### src/rtl/riscV_unrn_pkg.sv
// Shared trap definitions: mcause codes, memory access encodings, trap FSM states
// and the default address windows used by trap_ctrl.
package riscV_unrn_pkg;

  typedef enum logic [3:0] {
    MEM_NONE = 4'b0000,
    MEM_LB   = 4'b1000,
    MEM_LH   = 4'b1001,
    MEM_LW   = 4'b1010,
    MEM_SB   = 4'b1100,
    MEM_SH   = 4'b1101,
    MEM_SW   = 4'b1110
  } mem_inst_type_t;

  localparam logic [31:0] M_INSTR_MISALIGN = 32'd0;
  localparam logic [31:0] M_INSTR_AFAULT   = 32'd1;
  localparam logic [31:0] M_ILLEGAL_INSTR  = 32'd2;
  localparam logic [31:0] M_BREAKPOINT     = 32'd3;
  localparam logic [31:0] M_LOAD_MISALIGN  = 32'd4;
  localparam logic [31:0] M_LOAD_AFAULT    = 32'd5;
  localparam logic [31:0] M_STORE_MISALIGN = 32'd6;
  localparam logic [31:0] M_STORE_AFAULT   = 32'd7;

  localparam logic [30:0] M_TIMER_IRQ      = 31'd7;
  localparam logic [30:0] M_LOCAL_IRQ_BASE = 31'd16;

  localparam logic [31:0] DEF_PC_BASE   = 32'h0000_0000;
  localparam logic [31:0] DEF_PC_LIMIT  = 32'h0000_FFFF;
  localparam logic [31:0] DEF_MEM_BASE  = 32'h0000_0000;
  localparam logic [31:0] DEF_MEM_LIMIT = 32'h0000_FFFF;

  typedef enum logic [1:0] {
    ST_IDLE    = 2'd0,
    ST_HANDLER = 2'd1,
    ST_HALT    = 2'd2
  } trap_state_t;

  // Channel 0 is the machine timer; local channels start at code 16.
  function automatic logic [30:0] irq_code(input logic [31:0] idx);
    return (idx == 32'd0) ? M_TIMER_IRQ : (M_LOCAL_IRQ_BASE + idx[30:0] - 31'd1);
  endfunction

  // Inclusive window test done as one unsigned compare, so a zero base is not a constant compare.
  function automatic logic in_range(input logic [31:0] a, input logic [31:0] base,
                                    input logic [31:0] limit);
    return (a - base) <= (limit - base);
  endfunction

endpackage

### src/rtl/trap_ctrl_irq_pending.sv
// Per-channel interrupt capture (edge or level), clear-on-take and a
// lowest-index-wins priority encoder over the enabled pending set.
module trap_ctrl_irq_pending #(
  parameter int                 N_IRQ         = 4,
  parameter logic [N_IRQ-1:0]   IRQ_EDGE_MASK = '0,
  parameter int                 IDX_W         = 2
) (
  input  logic             clk,
  input  logic             rst,
  input  logic [N_IRQ-1:0] irq_i,
  input  logic [N_IRQ-1:0] mie_i,
  input  logic             take_i,
  output logic [N_IRQ-1:0] pending_o,
  output logic             valid_o,
  output logic [IDX_W-1:0] idx_o
);

  logic [N_IRQ-1:0] irq_q, pending_q, pending_d, masked, take_mask;

  always_comb begin
    masked    = pending_q & mie_i;
    valid_o   = |masked;
    idx_o     = '0;
    for (int k = N_IRQ - 1; k >= 0; k--) begin
      if (masked[k]) idx_o = IDX_W'(k);
    end
    take_mask = '0;
    if (take_i) take_mask[idx_o] = 1'b1;
  end

  genvar gi;
  generate
    for (gi = 0; gi < N_IRQ; gi++) begin : g_chan
      if (IRQ_EDGE_MASK[gi]) begin : g_edge
        // A fresh edge in the take cycle keeps the bit set.
        assign pending_d[gi] = (pending_q[gi] & ~take_mask[gi]) | (irq_i[gi] & ~irq_q[gi]);
      end else begin : g_level
        assign pending_d[gi] = irq_i[gi];
      end
    end
  endgenerate

  always_ff @(posedge clk) begin
    if (rst) begin
      irq_q     <= '0;
      pending_q <= '0;
    end else begin
      irq_q     <= irq_i;
      pending_q <= pending_d;
    end
  end

  assign pending_o = pending_q;

endmodule

### src/rtl/trap_ctrl.sv
// Trap controller: synchronous exception detection, interrupt arbitration,
// registered trap-entry payload and nested-handler depth tracking.
module trap_ctrl
  import riscV_unrn_pkg::*;
#(
  parameter int               N_IRQ         = 4,
  parameter logic [N_IRQ-1:0] IRQ_EDGE_MASK = '0,
  parameter int               MAX_NEST      = 2,
  parameter logic [31:0]      PC_BASE       = DEF_PC_BASE,
  parameter logic [31:0]      PC_LIMIT      = DEF_PC_LIMIT,
  parameter logic [31:0]      MEM_BASE      = DEF_MEM_BASE,
  parameter logic [31:0]      MEM_LIMIT     = DEF_MEM_LIMIT
) (
  input  logic                          clk,
  input  logic                          rst,
  input  logic                          valid_i,
  input  logic [31:0]                   pc_i,
  input  logic                          should_jump_i,
  input  logic [31:0]                   pc_jump_dst_i,
  input  logic [31:0]                   data_addr_i,
  input  mem_inst_type_t                mem_type_i,
  input  logic                          inst_invalid_i,
  input  logic                          priv_exc_i,
  input  logic [31:0]                   priv_cause_i,
  input  logic                          mret_i,
  input  logic [N_IRQ-1:0]              irq_i,
  input  logic [N_IRQ-1:0]              mie_i,
  input  logic                          mstatus_mie_i,
  input  logic [31:0]                   mtvec_i,
  output logic                          trap_o,
  output logic [31:0]                   trap_cause_o,
  output logic [31:0]                   trap_val_o,
  output logic [31:0]                   epc_o,
  output logic [31:0]                   trap_pc_o,
  output logic [N_IRQ-1:0]              irq_pending_o,
  output logic [$clog2(MAX_NEST+1)-1:0] nest_o,
  output logic                          halted_o
);

  localparam int NW    = $clog2(MAX_NEST + 1);
  localparam int IDX_W = (N_IRQ > 1) ? $clog2(N_IRQ) : 1;

  trap_state_t state_q, state_d;
  logic        trap_q, trap_d, halted_q, halted_d;
  logic [31:0] cause_q, cause_d, tval_q, tval_d, epc_q, epc_d, tpc_q, tpc_d;
  logic [NW-1:0] nest_q, nest_d;

  logic             irq_valid, irq_take;
  logic [IDX_W-1:0] irq_idx;
  logic [30:0]      code;
  logic [31:0]      base;
  logic             exc, exc_hit, is_load, is_store, misalign;
  logic [31:0]      exc_cause, exc_tval;

  trap_ctrl_irq_pending #(
    .N_IRQ(N_IRQ), .IRQ_EDGE_MASK(IRQ_EDGE_MASK), .IDX_W(IDX_W)
  ) u_irq (
    .clk(clk), .rst(rst), .irq_i(irq_i), .mie_i(mie_i), .take_i(irq_take),
    .pending_o(irq_pending_o), .valid_o(irq_valid), .idx_o(irq_idx)
  );

  assign irq_take = (state_q == ST_IDLE) && valid_i && mstatus_mie_i && irq_valid;
  assign code     = irq_code(32'(irq_idx));
  assign base     = {mtvec_i[31:2], 2'b00};

  always_comb begin
    is_load   = (mem_type_i == MEM_LB) || (mem_type_i == MEM_LH) || (mem_type_i == MEM_LW);
    is_store  = (mem_type_i == MEM_SB) || (mem_type_i == MEM_SH) || (mem_type_i == MEM_SW);
    misalign  = (((mem_type_i == MEM_LH) || (mem_type_i == MEM_SH)) && data_addr_i[0]) ||
                (((mem_type_i == MEM_LW) || (mem_type_i == MEM_SW)) && (data_addr_i[1:0] != 2'b00));
    exc_hit   = 1'b1;
    exc_cause = '0;
    exc_tval  = pc_i;
    if (should_jump_i && (pc_jump_dst_i[1:0] != 2'b00)) begin
      exc_cause = M_INSTR_MISALIGN;
      exc_tval  = pc_jump_dst_i;
    end else if (!in_range(pc_i, PC_BASE, PC_LIMIT)) begin
      exc_cause = M_INSTR_AFAULT;
    end else if (inst_invalid_i) begin
      exc_cause = M_ILLEGAL_INSTR;
    end else if (priv_exc_i) begin
      exc_cause = priv_cause_i;
    end else if ((is_load || is_store) && !in_range(data_addr_i, MEM_BASE, MEM_LIMIT)) begin
      exc_cause = is_load ? M_LOAD_AFAULT : M_STORE_AFAULT;
      exc_tval  = data_addr_i;
    end else if ((is_load || is_store) && misalign) begin
      exc_cause = is_load ? M_LOAD_MISALIGN : M_STORE_MISALIGN;
      exc_tval  = data_addr_i;
    end else begin
      exc_hit   = 1'b0;
    end
    exc = valid_i && exc_hit;
  end

  always_comb begin
    state_d  = state_q;
    trap_d   = 1'b0;
    cause_d  = cause_q;
    tval_d   = tval_q;
    epc_d    = epc_q;
    tpc_d    = tpc_q;
    nest_d   = nest_q;
    halted_d = halted_q;
    case (state_q)
      ST_IDLE: begin
        if (irq_take) begin
          trap_d  = 1'b1;
          cause_d = {1'b1, code};
          tval_d  = '0;
          epc_d   = pc_i;
          tpc_d   = (mtvec_i[1:0] == 2'b01) ? (base + {code[29:0], 2'b00}) : base;
          nest_d  = NW'(1);
          state_d = ST_HANDLER;
        end else if (exc) begin
          trap_d  = 1'b1;
          cause_d = exc_cause;
          tval_d  = exc_tval;
          epc_d   = pc_i;
          tpc_d   = base;
          nest_d  = NW'(1);
          state_d = ST_HANDLER;
        end
      end
      ST_HANDLER: begin
        if (exc) begin
          if (nest_q < NW'(MAX_NEST)) begin
            trap_d  = 1'b1;
            cause_d = exc_cause;
            tval_d  = exc_tval;
            epc_d   = pc_i;
            tpc_d   = base;
            nest_d  = nest_q + NW'(1);
          end else begin
            state_d  = ST_HALT;
            halted_d = 1'b1;
          end
        end else if (mret_i) begin
          nest_d = nest_q - NW'(1);
          if (nest_q == NW'(1)) state_d = ST_IDLE;
        end
      end
      ST_HALT: ;
      default: state_d = ST_IDLE;
    endcase
  end

  always_ff @(posedge clk) begin
    if (rst) begin
      state_q  <= ST_IDLE;
      trap_q   <= 1'b0;
      cause_q  <= '0;
      tval_q   <= '0;
      epc_q    <= '0;
      tpc_q    <= '0;
      nest_q   <= '0;
      halted_q <= 1'b0;
    end else begin
      state_q  <= state_d;
      trap_q   <= trap_d;
      cause_q  <= cause_d;
      tval_q   <= tval_d;
      epc_q    <= epc_d;
      tpc_q    <= tpc_d;
      nest_q   <= nest_d;
      halted_q <= halted_d;
    end
  end

  assign trap_o       = trap_q;
  assign trap_cause_o = cause_q;
  assign trap_val_o   = tval_q;
  assign epc_o        = epc_q;
  assign trap_pc_o    = tpc_q;
  assign nest_o       = nest_q;
  assign halted_o     = halted_q;

endmodule

### config.mk
export PLATFORM = sky130hd
export DESIGN_NAME = trap_ctrl
export DESIGN_NICKNAME = d
export VERILOG_FILES = /design/src/rtl/riscV_unrn_pkg.sv /design/src/rtl/trap_ctrl_irq_pending.sv /design/src/rtl/trap_ctrl.sv
export SDC_FILE = /design/constraint.sdc
export NUM_CORES = 1
export LEC_CHECK = 0
export CAP_MARGIN = 20
export CORE_ASPECT_RATIO = 2
export CORE_UTILIZATION = 37
export DETAILED_ROUTE_END_ITERATION = 12
export GPL_TIMING_DRIVEN = 0
export PLACE_DENSITY = 0.77
export SYNTH_ARGS = -nofsm -noshare
export SYNTH_HDL_FRONTEND = slang
export SYNTH_SLANG_ARGS = --single-unit
### constraint.sdc
create_clock -name clk -period 3.1 [get_ports clk]
set_clock_uncertainty 0.1 [all_clocks]
set_input_delay 0.62 -clock clk [delete_from_list [all_inputs] [get_ports clk]]
set_output_delay 0.62 -clock clk [all_outputs]
set_load 0.03 [all_outputs]
; Word level (Yosys, flattened, before mapping)
; Index checks and enable logic that the tools add are counted.
[totals]
reg_bits = 138
in_bits = 180
out_inout_bits = 136
[op_classes]
addsub = 5
magnitude_cmp = 3
n_eq_ne = 17
n_mux = 62
bitwise = 3
reduce_logical = 28
[op_table]
columns = operator, n
row1 = $mux 32, 27
row2 = $pmux 32 s2, 4
row3 = $le 32x16->1 const B, 2
row4 = $add 32x32->32, 1
row5 = $mux 31, 1
row6 = $mux 2, 15
row7 = $eq 4x4->1 const B, 6
row8 = $ne 3x3->1 const B, 5
row9 = $mux 1, 10
row10 = $logic_and 1x1->1, 9
row11 = $logic_or 1x1->1, 8
row12 = $reduce_and 4->1, 2
row13 = $sub 6x1->7 const B, 1
row14 = $add 5x2->6 const A, 1
row15 = $eq 2x1->1 const B, 3
row16 = $mux 3, 2
row17 = $pmux 2 s3, 1
row18 = $reduce_bool 2->1, 3
row19 = $reduce_and 5->1, 1
row20 = $and 4x4->4, 1
row21 = $logic_not 2->1, 2
row22 = $ne 2x2->1 const B, 2
row23 = $pmux 2 s2, 1
row24 = $reduce_or 4->1, 1
row25 = other kinds (8), 9

; Longest topological paths before layout
[depth]
ltp_word = 15
ltp_mapped = 14
ltp_nobuf = 14

; Modules after synthesis
; A second synthesis with hierarchy kept.
[unflattened]
cells_unflattened = 785
area_unflattened_um2 = 6461.2
[modules_own_cells]
columns = module, instances, cells_per_inst, area_each_um2
row1 = trap_ctrl, 1, 770, 6308.6
row2 = trap_ctrl_irq_pending, 1, 15, 152.6

; Worst setup path before layout
; Ideal clock, no wire load.
[synth_path]
kind = input -> register
start = input mie_i[0]
end = register tpc_q[25] (netlist: trap_pc_o[25])
setup_ns = 0.122
arrival_time_ns = 2.933
required_time_ns = 2.878
path_slack_ns = -0.055
cell_stages = 11
n_path_buf = 0
path_cell_list = a22o_1 > nand2b_1 > ha_1 > or2_2 > ha_1 > a211oi_1 > nor2_1 > o31ai_2 > nor3_1 > xnor2_1 > a21oi_1
[synth_between]
elab_chain_len = 9
word_cells_on_any_way = 14
classes_between = add/sub (3) / eq/ne (1) / mux (5) / bitwise (1) / reduce/logical (4)
[synth_rtl]
columns = element, line
row1 = from (decl), trap_ctrl.sv:27  ; input logic [N_IRQ-1:0] mie_i,
row2 = $and 4x4->4 (*), trap_ctrl_irq_pending.sv:21  ; masked = pending_q & mie_i;
row3 = $mux 2, trap_ctrl_irq_pending.sv:25  ; if (masked[k]) idx_o = IDX_W'(k);
row4 = $add 5x2->6, riscV_unrn_pkg.sv:40  ; return (idx == 32'd0) ? M_TIMER_IRQ : (M_LOCAL_IRQ_BASE + idx[30:0] - 31'd1);
row5 = $sub 6x1->7, riscV_unrn_pkg.sv:40
row6 = $mux 31, riscV_unrn_pkg.sv:40
row7 = $add 32x32->32, trap_ctrl.sv:111  ; tpc_d = (mtvec_i[1:0] == 2'b01) ? (base + {code[29:0], 2'b00}) : base;
row8 = $mux 32, trap_ctrl.sv:111
row9 = $mux 32, trap_ctrl.sv:106  ; if (irq_take) begin
row10 = $pmux 32 s2, trap_ctrl.sv:104  ; case (state_q)
row11 = to (signal assigned), trap_ctrl.sv:163  ; tpc_q <= tpc_d;
row12 = to (decl), trap_ctrl.sv:45  ; logic [31:0] cause_q, cause_d, tval_q, tval_d, epc_q, epc_d, tpc_q, tpc_d;
; Every way passes the cells marked *; elsewhere a longest branch is shown, timed or not.
; A chain may end at the register's enable or synchronous reset.

; Worst setup path in the final report
[layout_path]
start = input mie_i[3]
end = register tpc_q[31] (netlist: trap_pc_o[31])
[layout_between]
elab_chain_len = 12
word_cells_on_any_way = 17
classes_between = add/sub (3) / eq/ne (1) / mux (8) / bitwise (1) / reduce/logical (4)
[layout_rtl]
columns = element, line
row1 = $and 4x4->4 (*), trap_ctrl_irq_pending.sv:21
row2 = $mux 2 (4 in a row), trap_ctrl_irq_pending.sv:25
row3 = $add 5x2->6, riscV_unrn_pkg.sv:40
row4 = $sub 6x1->7, riscV_unrn_pkg.sv:40
row5 = $mux 31, riscV_unrn_pkg.sv:40
row6 = $add 32x32->32, trap_ctrl.sv:111
row7 = $mux 32, trap_ctrl.sv:111
row8 = $mux 32, trap_ctrl.sv:106
row9 = $pmux 32 s2, trap_ctrl.sv:104
; Marks and branches as above.

==> metrics <==
# H-tree levels 4; Clk pin slew, worst setup/hold paths 0.06 ns; Fillers 1,466; Num CTS Buffers 17; final setup fails 0; Final min period 2.997 ns; CP cell instances dlygate4sd2_1, a32oi_1, a21o_1, ha_1, inv_1, ha_1, a211oi_2, nor2_1, o31ai_4, buf_12, nor4_1, xnor2_1, a21oi_1; hold slack 0.3476 ns; total gr overflow 0; Core Area 17,190 µm²; Seq. cell area 2723 µm²; synth warn 0; Fmax achieved 333.7 MHz; DR vias/cell 5.345; Initial Util 0.3778; Die Height 189.3 µm; Die ar. 18,110 µm²; layout cells sized above 1 0.1112; cts hold-fix bufs 0; Max VDD drop 0.0003008 V; Max Buffers Root-to-Sink 2; Pwr Density 480.1 nW/µm²; delay-heaviest family, CP compound AO/OA/AOI/OAI gates; Pre-antenna DRT Iters 4; largest net degree at the start of global routing 17; Die W 95.67 µm; footprint of the multi-input gates 3595 µm²; number of flops mapped to enable cells by yosys 0; Total Routing Usage GR 0.2870; CP Capture Type flop; final worst setup slack 0.1030 ns; Design Area, Final 10,670 µm²; slowest CP cell ha_1; commonest non-fill, non-tap cell in the layout clkdlybuf4s50_1; cell mode on critical path ha_1; antenna violations before repair 1; run status completed; cell row count 68; CP Class primary input to flop; Final Max Slew Viols 0; Syn Area/Cell 8.443 µm²; # port buffers 312; final hold vios 0; Critical Path RT 3.30 ns; gpl congestion 0.9611; first-pass GRT wire length 38.61 mm; actual slew at the worst max-slew pin 0.7515 ns; Cell variety after synth 61; sequential share of the synthesized area 0.4193; drt total wl 25.60 mm; CTS tree built; Remaining DRCs 0; remaining antenna violation count 0; final period utilization 0.9668; Final Util 0.6207; Pwr Total 5.122 mW; I/O Pins 316; Most used DFF post-synth dfxtp_1; Cell Area, Synth 6492 µm²; max-cap viol count 0; worst skew pair latency 0.42 ns; root buffer cell clkbuf_16; post-synthesis cell count 769; fin nets 1,300; Leak Pwr 3.955 nW; Max FO, Critical Path 7; initial drt markers 213; Placement Cell Area 9930 µm²; CP peak stage delay 0.37 ns; Post-synth ARST share 0; Yosys reg bits 136; DP Wirelength 19.90 mm; pre-CTS WS -0.7692 ns; Area growth syn-to-layout 64.31%; slew margin rel. 0.4962; worst hold-check path type flop to flop; CP arrival 3.20 ns; CP Buf/Inv Count 3; Worst setup SP type primary input; vias in the first global route 7,142; DR vias 7,135; commonest non-fill, non-tap cells in the layout clkdlybuf4s50_1 (308), dfxtp_1 (136), a21oi_1 (117); RSZ-0062 raised after global routing true; Clock Sinks 136; post-DR wirelength/cell 19.18 µm
==> logic make-up after synthesis <==
| logic type | Yosys count | share of synthesized area |
|---|---|---|
| flip-flops | 136 | 0.4193 |
| buffers and inverters | 67 | 0.05107 |
| adder cells (fa/ha/maj) | 9 | 0.01850 |
| AO/OA/AOI/OAI | 231 | 0.2257 |
| AND/OR/NAND/NOR | 266 | 0.1952 |
| XOR/XNOR | 24 | 0.03238 |
| other | 1 | 0.0005776 |
| multiplexers | 35 | 0.05724 |
==> cell type report <==
class	instances	share of cell area
clock buffers	21	0.04316
plain buffers	55	0.02698
inverters	12	0.004222
well taps	210	0.02463
flip-flops and latches	136	0.2552
repair buffers	321	0.2992
clock inverters	11	0.009383
diodes	1	0.0002346
multi-input cells	568	0.3370
==> where the power goes <==
part / total, mW / internal (mW) / switching (mW)
Clock: 1.94 / 1.14 / 0.795
Sequential: 1.92 / 1.86 / 0.0614
Combinational: 1.27 / 0.582 / 0.684
==> metrics by stage <==
| step | setup TNS [ns] | instances |
|---|---|---|
| after floorplan | 0 | 771 |
| after global placement | -57.87 | 1293 |
| after detailed placement | -59.50 | 1293 |
| after CTS | 0 | 1334 |
| after global routing | -0.02354 | 1335 |
| final | 0 | 1335 |
==> final timing paths <==
kind | to | from | cells past startpoint | slack, ns
min reg2reg | trap_cause_o[5] | trap_cause_o[5] | 2 | 0.35
max | trap_pc_o[31] | mie_i[3] | 13 | 0.10
min | trap_cause_o[5] | trap_cause_o[5] | 2 | 0.35
max reg2reg | trap_pc_o[31] | u_irq.pending_o[2] | 13 | 0.14
==> worst register-to-register path: cells and delay by family, from the launching register on <==
kind                       cells  cell delay [ns]
AOI/OAI and AO/OA              5             1.08
adders and majority gates      2             0.58
DFF                            1             0.35
buffers and inverters          2             0.29
and+or+nand+nor                3             0.27
xor gates and xnor gates       1             0.19
==> per-layer routing <==
layer,track usage,share of wire
met1,0.2796,0.34
met5,0,0
met3,0.06305,0.063
met2,0.5176,0.52
met4,0.1975,0.072
==> repair_timing <==
| action | CTS | global route |
|---|---|---|
| gates resized for setup | 15 | 18 |
| pin swaps | 13 | 13 |
| setup endpoints to repair | 64 | 43 |
| setup buffers | 9 | 0 |
| gates cloned | 0 | 0 |
==> synthesized netlist by cell type, types with 17 or more instances <==
cell | count | share of area
mux2i_1 | 18 | 0.028
nand3_1 | 40 | 0.031
dfxtp_1 | 136 | 0.42
xnor2_1 | 23 | 0.031
o21ai_1 | 25 | 0.019
a22o_1 | 18 | 0.024
clkbuf_1 | 24 | 0.014
nand2_1 | 112 | 0.065
a211oi_1 | 17 | 0.020
a21oi_1 | 118 | 0.091
nor2_1 | 49 | 0.028
buf_2 | 19 | 0.015
==> registers in the layout, summed over array words and instances (netlist names), 2 cells and up <==
| name | cells |
|---|---|
| state_q | 2 |
| trap_val_o | 32 |
| trap_pc_o | 30 |
| nest_o | 2 |
| epc_o | 32 |
| u_irq.pending_o | 4 |
| trap_cause_o | 32 |
No activity file was read; power rests on OpenSTA's default activity.
